--- config.mk ---
export PLATFORM = sky130hd
export DESIGN_NAME = relu_maxpool
export DESIGN_NICKNAME = d
export VERILOG_FILES = /design/src/rtl/cnn_pkg.sv /design/src/rtl/pool_line_buf.sv /design/src/rtl/relu_maxpool.sv
export SDC_FILE = /design/constraint.sdc
export NUM_CORES = 1
export LEC_CHECK = 0
export CAP_MARGIN = 20
export CORE_ASPECT_RATIO = 1.25
export CORE_UTILIZATION = 35
export DETAILED_ROUTE_END_ITERATION = 7
export SYNTH_ARGS = -nofsm -noshare
export SYNTH_HDL_FRONTEND = slang
export SYNTH_SLANG_ARGS = --single-unit
export TNS_END_PERCENT = 50
--- constraint.sdc ---
create_clock -name clk -period 4.5 [get_ports clk]
set_input_delay 0.9 -clock clk [delete_from_list [all_inputs] [get_ports clk]]
set_output_delay 0.9 -clock clk [all_outputs]
set_load 0.01 [all_outputs]
--- src/rtl/cnn_pkg.sv ---
// Shared CNN definitions: pooling geometry, MNIST conv output size, pool FSM
// states and a signed max helper used by the post-convolution stages.
package cnn_pkg;

   localparam int POOL_SIZE    = 2;
   localparam int MNIST_CONV_W = 26;
   localparam int MNIST_CONV_H = 26;

   // Widest operand max2 handles; callers sign-extend into it and truncate back.
   localparam int MAX2_W = 64;

   typedef enum logic [1:0] {
      S_EVEN = 2'd0,
      S_ODD  = 2'd1,
      S_DROP = 2'd2
   } pool_state_e;

   function automatic logic signed [MAX2_W-1:0] max2(
      input logic signed [MAX2_W-1:0] a,
      input logic signed [MAX2_W-1:0] b
   );
      return (a >= b) ? a : b;
   endfunction

endpackage

--- src/rtl/pool_line_buf.sv ---
// Half-row buffer of vertical-pair partial maxima: one synchronous write port,
// one combinational read port, asynchronous active-low clear.
module pool_line_buf #(
   parameter int WIDTH  = 25,
   parameter int DEPTH  = 13,
   parameter int ADDR_W = 4
) (
   input  logic              clk,
   input  logic              rst_n,
   input  logic              wr_en_i,
   input  logic [ADDR_W-1:0] wr_addr_i,
   input  logic [WIDTH-1:0]  wr_data_i,
   input  logic [ADDR_W-1:0] rd_addr_i,
   output logic [WIDTH-1:0]  rd_data_o
);

   logic [WIDTH-1:0] mem_q [DEPTH];

   // NOTE: the storage array is cleared on reset because it must come up as
   // zeros; that makes it flops rather than a RAM macro, fine at this depth.
   always_ff @(posedge clk or negedge rst_n) begin
      if (!rst_n) begin
         for (int i = 0; i < DEPTH; i++) begin
            mem_q[i] <= '0;
         end
      end else if (wr_en_i) begin
         mem_q[wr_addr_i] <= wr_data_i;
      end
   end

   assign rd_data_o = mem_q[rd_addr_i];

endmodule

--- src/rtl/relu_maxpool.sv ---
// ReLU followed by 2x2 stride-2 max pooling over a raster-ordered result stream.
// Build option RELU_MAXPOOL_RELU_EN: defined applies ReLU, undefined passes data raw.
module relu_maxpool
   import cnn_pkg::*;
#(
   parameter int INWIDTH = 25,
   parameter int IMG_W   = MNIST_CONV_W,
   parameter int IMG_H   = MNIST_CONV_H,
   parameter int COL_BIT = 5,
   parameter int ROW_BIT = 5
) (
   input  logic               clk,
   input  logic               reset,
   input  logic               start,
   input  logic               in_valid,
   input  logic [INWIDTH-1:0] in_data,
   output logic               out_valid,
   output logic [INWIDTH-1:0] out_data,
   output logic               frame_done
);

   localparam int BUF_DEPTH = IMG_W / POOL_SIZE;
   localparam int BUF_AW    = (BUF_DEPTH > 1) ? $clog2(BUF_DEPTH) : 1;
   localparam logic [COL_BIT-1:0] LAST_COL = COL_BIT'(IMG_W - 1);
   localparam logic [ROW_BIT-1:0] LAST_ROW = ROW_BIT'(IMG_H - 1);
   localparam logic [ROW_BIT-1:0] PRE_LAST_ROW = ROW_BIT'(IMG_H - 2);
   localparam bit ODD_W = (IMG_W % 2) != 0;
   localparam bit ODD_H = (IMG_H % 2) != 0;

   pool_state_e        state_q, state_d;
   logic [COL_BIT-1:0] col_q, col_d;
   logic [ROW_BIT-1:0] row_q, row_d;
   logic [INWIDTH-1:0] pair_q, pair_d;
   logic               out_valid_q, out_valid_d;
   logic [INWIDTH-1:0] out_data_q, out_data_d;
   logic               frame_done_q, frame_done_d;

   logic [INWIDTH-1:0] r_val;
   logic [INWIDTH-1:0] pm;
   logic [INWIDTH-1:0] buf_rd;
   logic [BUF_AW-1:0]  buf_addr;
   logic               buf_we;
   logic               last_col;
   logic               last_row;
   logic               odd_col;
   logic               skip_col;

   function automatic logic [INWIDTH-1:0] smax(
      input logic [INWIDTH-1:0] a,
      input logic [INWIDTH-1:0] b
   );
      return INWIDTH'(max2(MAX2_W'(signed'(a)), MAX2_W'(signed'(b))));
   endfunction

`ifdef RELU_MAXPOOL_RELU_EN
   assign r_val = in_data[INWIDTH-1] ? '0 : in_data;
`else
   assign r_val = in_data;
`endif

   assign last_col = (col_q == LAST_COL);
   assign last_row = (row_q == LAST_ROW);
   assign odd_col  = col_q[0];
   // With an odd width the final (even-indexed) column has no partner.
   assign skip_col = ODD_W && last_col;
   assign pm       = smax(pair_q, r_val);
   assign buf_addr = BUF_AW'(col_q >> 1);

   pool_line_buf #(
      .WIDTH  (INWIDTH),
      .DEPTH  (BUF_DEPTH),
      .ADDR_W (BUF_AW)
   ) u_line_buf (
      .clk       (clk),
      .rst_n     (reset),
      .wr_en_i   (buf_we),
      .wr_addr_i (buf_addr),
      .wr_data_i (pm),
      .rd_addr_i (buf_addr),
      .rd_data_o (buf_rd)
   );

   // NOTE: every signal written here gets a default first so no path leaves it
   // unassigned; otherwise synthesis would infer a latch.
   always_comb begin
      state_d      = state_q;
      col_d        = col_q;
      row_d        = row_q;
      pair_d       = pair_q;
      out_valid_d  = 1'b0;
      out_data_d   = out_data_q;
      frame_done_d = 1'b0;
      buf_we       = 1'b0;

      if (!start) begin
         state_d    = S_EVEN;
         col_d      = '0;
         row_d      = '0;
         pair_d     = '0;
         out_data_d = '0;
      end else if (in_valid) begin
         if (!odd_col && !skip_col) begin
            pair_d = r_val;
         end

         if (odd_col) begin
            unique case (state_q)
               S_EVEN:  buf_we = 1'b1;
               S_ODD: begin
                  out_valid_d = 1'b1;
                  out_data_d  = smax(pm, buf_rd);
               end
               default: ;
            endcase
         end

         if (last_col) begin
            col_d = '0;
            if (last_row) begin
               row_d        = '0;
               state_d      = S_EVEN;
               frame_done_d = 1'b1;
            end else begin
               row_d = row_q + 1'b1;
               unique case (state_q)
                  S_EVEN:  state_d = S_ODD;
                  S_ODD:   state_d = (ODD_H && (row_q == PRE_LAST_ROW)) ? S_DROP : S_EVEN;
                  default: state_d = S_EVEN;
               endcase
            end
         end else begin
            col_d = col_q + 1'b1;
         end
      end
   end

   // NOTE: state registers use non-blocking assignments so every flop samples
   // the pre-edge values, independent of process ordering.
   always_ff @(posedge clk or negedge reset) begin
      if (!reset) begin
         state_q      <= S_EVEN;
         col_q        <= '0;
         row_q        <= '0;
         pair_q       <= '0;
         out_valid_q  <= 1'b0;
         out_data_q   <= '0;
         frame_done_q <= 1'b0;
      end else begin
         state_q      <= state_d;
         col_q        <= col_d;
         row_q        <= row_d;
         pair_q       <= pair_d;
         out_valid_q  <= out_valid_d;
         out_data_q   <= out_data_d;
         frame_done_q <= frame_done_d;
      end
   end

   assign out_valid  = out_valid_q;
   assign out_data   = out_data_q;
   assign frame_done = frame_done_q;

endmodule

==> results.yml <==
sta:
  period_needed_ns: 4.507
  holdWs_ns: 0.3804
  hold_viol: 0
  slew_viol_final: 0
  rsz0062_at_grt: "true"
  min_period_over_period_pct: 100.2
  fin_ws_ns: -0.007427
  slew_headroom_pct: 45.88
  worst_pin_slew_ns: 0.8118
  fmax_ghz: 0.2219
  finalSetupViolCount: 1
  fin_skew_ns: 0.01860
drt:
  vias: 13770
  drt-initial-drc-count: 955
  routedWlPerCell_um: 20.71
  route.detailed.drc: 0
  viasPerCell: 5.365
  ant_nets: 0
  wirelength_um: 53130
  dr.pass1.iters: 5
clock_tree:
  worstSkewPairLatency_ns: 0.54
  cts_tree: "built"
  clk_pin_slew_ns: 0.07
  cts.sinks: 388
  cts-root-buf: "clkbuf_16"
  cts_buffers: 40
  cts.path.max_buffers: 3
  htreeDepth: 2
setup_path:
  r2r-start: "pair_q[20]"
  crit_type: "input port to flop"
  max_stage_delay_ns: 0.45
  worstPathMaxFanout: 8
  cp-start-kind: "input port"
  crit_path_end_kind: "flop"
  cp_slowest_cell: "o41a_4"
  crit_chain: "buf_6 > inv_4 > ha_4 > nand4_1 > buf_4 > nor4_4 > o311ai_2 > nand4_2 > nand2_4 > buf_12 > mux2i_4 > inv_2 > ha_4 > nand4_1 > nor2_4 > and3_4 > o22a_1 > a221o_1 > nand3_1 > mux2i_1 > nor2_1 > o41a_4 > clkbuf_16 > o221ai_2"
  crit_arrival_ns: 4.97
  cp_num_buf_inv: 6
  crit_required_ns: 4.96
  cpLargestDelayFamily: "simple AND/OR/NAND/NOR gates"
  critPathLaunch: "in_data[20]"
synth:
  synth.top_cells.by_area: "dfrtp_1 53%, mux4_2 9.3%, a21oi_1 6.8%"
  ys_seq_area_share_pct: 53.29
  synthCells: 1743
  synth_edf_count: 0
  syn_area_um2: 18220
  ys.flop_type: "dfrtp_1"
  avgSynthCellArea_um2: 10.45
  syn_nets: 1824
  yosys.area.top_type: "dfrtp_1"
  synth_seq_cells: 388
  netlist-cell-type-count: 58
  synth_top_area_share_pct: 53.29
  async_flop_share_pct: 100.0
  synth_warnings: 0
grt:
  grt_max_degree: 104
  overflow: 0
  grt_pass1_wl_um: 83410
  grt_pass1_vias: 14010
  track_usage_pct: 20.70
  antenna_found_initial: 3
cells_and_area:
  synthToLayoutAreaGrowth_pct: 24.20
  drive_gt1_share_pct: 24.53
  fillers: 4842
  nNetsFinal: 1955
  final-seq-area_um2: 9717
  multi_input_area_um2: 8486
floorplanning:
  dieArea_um2: 52980
  dieWidth_um: 206.1
  top_level_ports: 56
  start_util_pct: 35.42
  chipHeight_um: 257.1
  core_um2: 51430
  row_count: 93
power:
  p_per_area_nw_per_um2: 369.6
  p_clk_share_pct: 38.2
  p_seq_share_pct: 44.0
  p_int_w: 0.006082
  switching_share_pct: 27.28
  p_leak_nw: 10.03
  peakVddDrop_mv: 0.2117
  comb_power_share_pct: 17.8
  p_switching_w: 0.002282
placement:
  post-dp-hpwl_um: 35790
  pre_cts_ws_ns: -0.9983
  gp_congestion: 0.8030
  io_buffer_count: 55
flow_run:
  cap_viol_max_count: 0
worst_hold_path:
  hold_path.class: "input port to async pin"
status:
  status: "complete, but fails checks"
  violations: "setup timing"
## metrics by stage
stage	power (W)	std cells	instance area (µm²)	setup TNS [ns]	util (%)
5_1_grt	0.008713	2566	22630	-1.987	44.00
4_1_cts	0.008404	2565	22570	-0.1207	43.89
2_1_floorplan	0.004527	1743	18710	-4.827	-
3_5_place_dp	0.005112	2482	20920	-24.23	40.67
6_report	0.008364	2566	22630	-0.007427	44.00
3_3_place_gp	0.005076	2482	20920	-21.57	40.67
## cell usage after synthesis, drive strengths merged (5+ instances only)
cell type  number
a221oi         22
buf            23
and3            5
inv            60
mux2i          30
o21ai         137
mux4           75
dfrtp         388
ha             52
nor2          229
nand4          11
o221ai         25
nand2b          5
nand3          12
a21oi         250
nand2         226
a22o           25
clkbuf        116
## power groups by stage
stage / clock, W / combinational [W] / sequential, W
detailed placement: 0 / 0.00137 / 0.00374
finish: 0.00320 / 0.00149 / 0.00368
global route: 0.00339 / 0.00163 / 0.00369
global placement: 0 / 0.00135 / 0.00373
CTS: 0.00327 / 0.00146 / 0.00368
floorplan: 0 / 0.000812 / 0.00371
## sequential cells by signal, indices dropped and copies added, names as in the netlist
| register | count |
|---|---|
| row_q | 5 |
| state_q | 1 |
| col_q | 5 |
| frame_done | 1 |
| u_line_buf.mem_q | 325 |
| out_data | 25 |
| pair_q | 25 |
| out_valid | 1 |
## cells in the final DEF, fill, tap and decap left out, types with 5 or more instances in the layout
cell and instances:
inv_1 32, a221oi_1 22, o21ai_0 132, nor2_2 5
a21oi_2 5, clkbuf_2 7, nand2_1 222, nand4_1 10
clkbuf_8 5, a22o_1 25, clkbuf_1 12, inv_2 22
mux2i_1 17, nor2_1 217, nand3_1 8, inv_4 5
clkbuf_16 42, mux4_2 75, nor2_4 7, buf_6 8
clkdlybuf4s50_1 29, ha_4 31, buf_12 21, ha_1 21
o221ai_2 22, dfrtp_1 386, clkdlybuf4s15_1 5, mux2i_4 10
clkinv_2 6, a21oi_1 243, buf_4 146
## area by class of cell
class | instances | share of cell area [%]
inverters | 61 | 1.100
clock inverters | 10 | 0.4092
repair buffers | 228 | 9.323
clock buffers | 58 | 5.037
flip-flops and latches | 388 | 42.94
multi-input cells | 1155 | 37.50
diodes | 1 | 0.01106
well taps | 665 | 3.677
## path summary, 6_finish.rpt
| path | slack [ns] | to | cells past startpoint |
|---|---|---|---|
| max | -0.007 | out_data[9] | 24 |
| min | 0.38 | u_line_buf.mem_q[179] | 1 |
| max reg2reg | 0.04 | out_data[9] | 22 |
| min reg2reg | 0.48 | u_line_buf.mem_q[123] | 2 |
| max in group asynchronous | 3.07 | u_line_buf.mem_q[46] | 2 |
| min in group clk | 0.48 | u_line_buf.mem_q[123] | 2 |
## worst reg2reg max path, stage by stage (launching register included)
cell and delay [ns]:
dfrtp_1 0.41, ha_4 0.28, nand4_1 0.10, buf_4 0.16
nor4_4 0.30, o311ai_2 0.15, nand4_2 0.15, nand2_4 0.10
buf_12 0.17, mux2i_4 0.19, inv_2 0.07, ha_4 0.26
nand4_1 0.14, nor2_4 0.22, and3_4 0.22, o22a_1 0.15
a221o_1 0.18, nand3_1 0.10, mux2i_1 0.16, nor2_1 0.08
o41a_4 0.45, clkbuf_16 0.21, o221ai_2 0.14
## per-layer routing
metal  GRT usage, %  share of wire [%]  vias to the layer above  routed length (µm)
met5              0                  0                        -                   0
met4          7.128                3.1                        0                1658
met3          3.508                5.9                      109                3128
met2          32.89                 48                      409               25330
met1          28.47                 43                     6860               23020
li1               -                  -                     6389                   -
## kinds of logic after synthesis
kind of cell	after synthesis	share of synthesized area, %
AND/OR/NAND/NOR	505	11.17
flip-flops	388	53.29
adder cells (fa/ha/maj)	52	3.571
buffers and inverters	200	4.382
XOR/XNOR	2	0.09616
multiplexers	106	11.05
AO/OA/AOI/OAI	490	16.43
## what timing repair did
action,CTS,global route
hold buffers,0,0
pin swaps,17,25
setup buffers,12,4
endpoints found under the setup margin,25,25
resized for setup,99,48
gates cloned,3,1
Power figures use the tool's default switching activity.
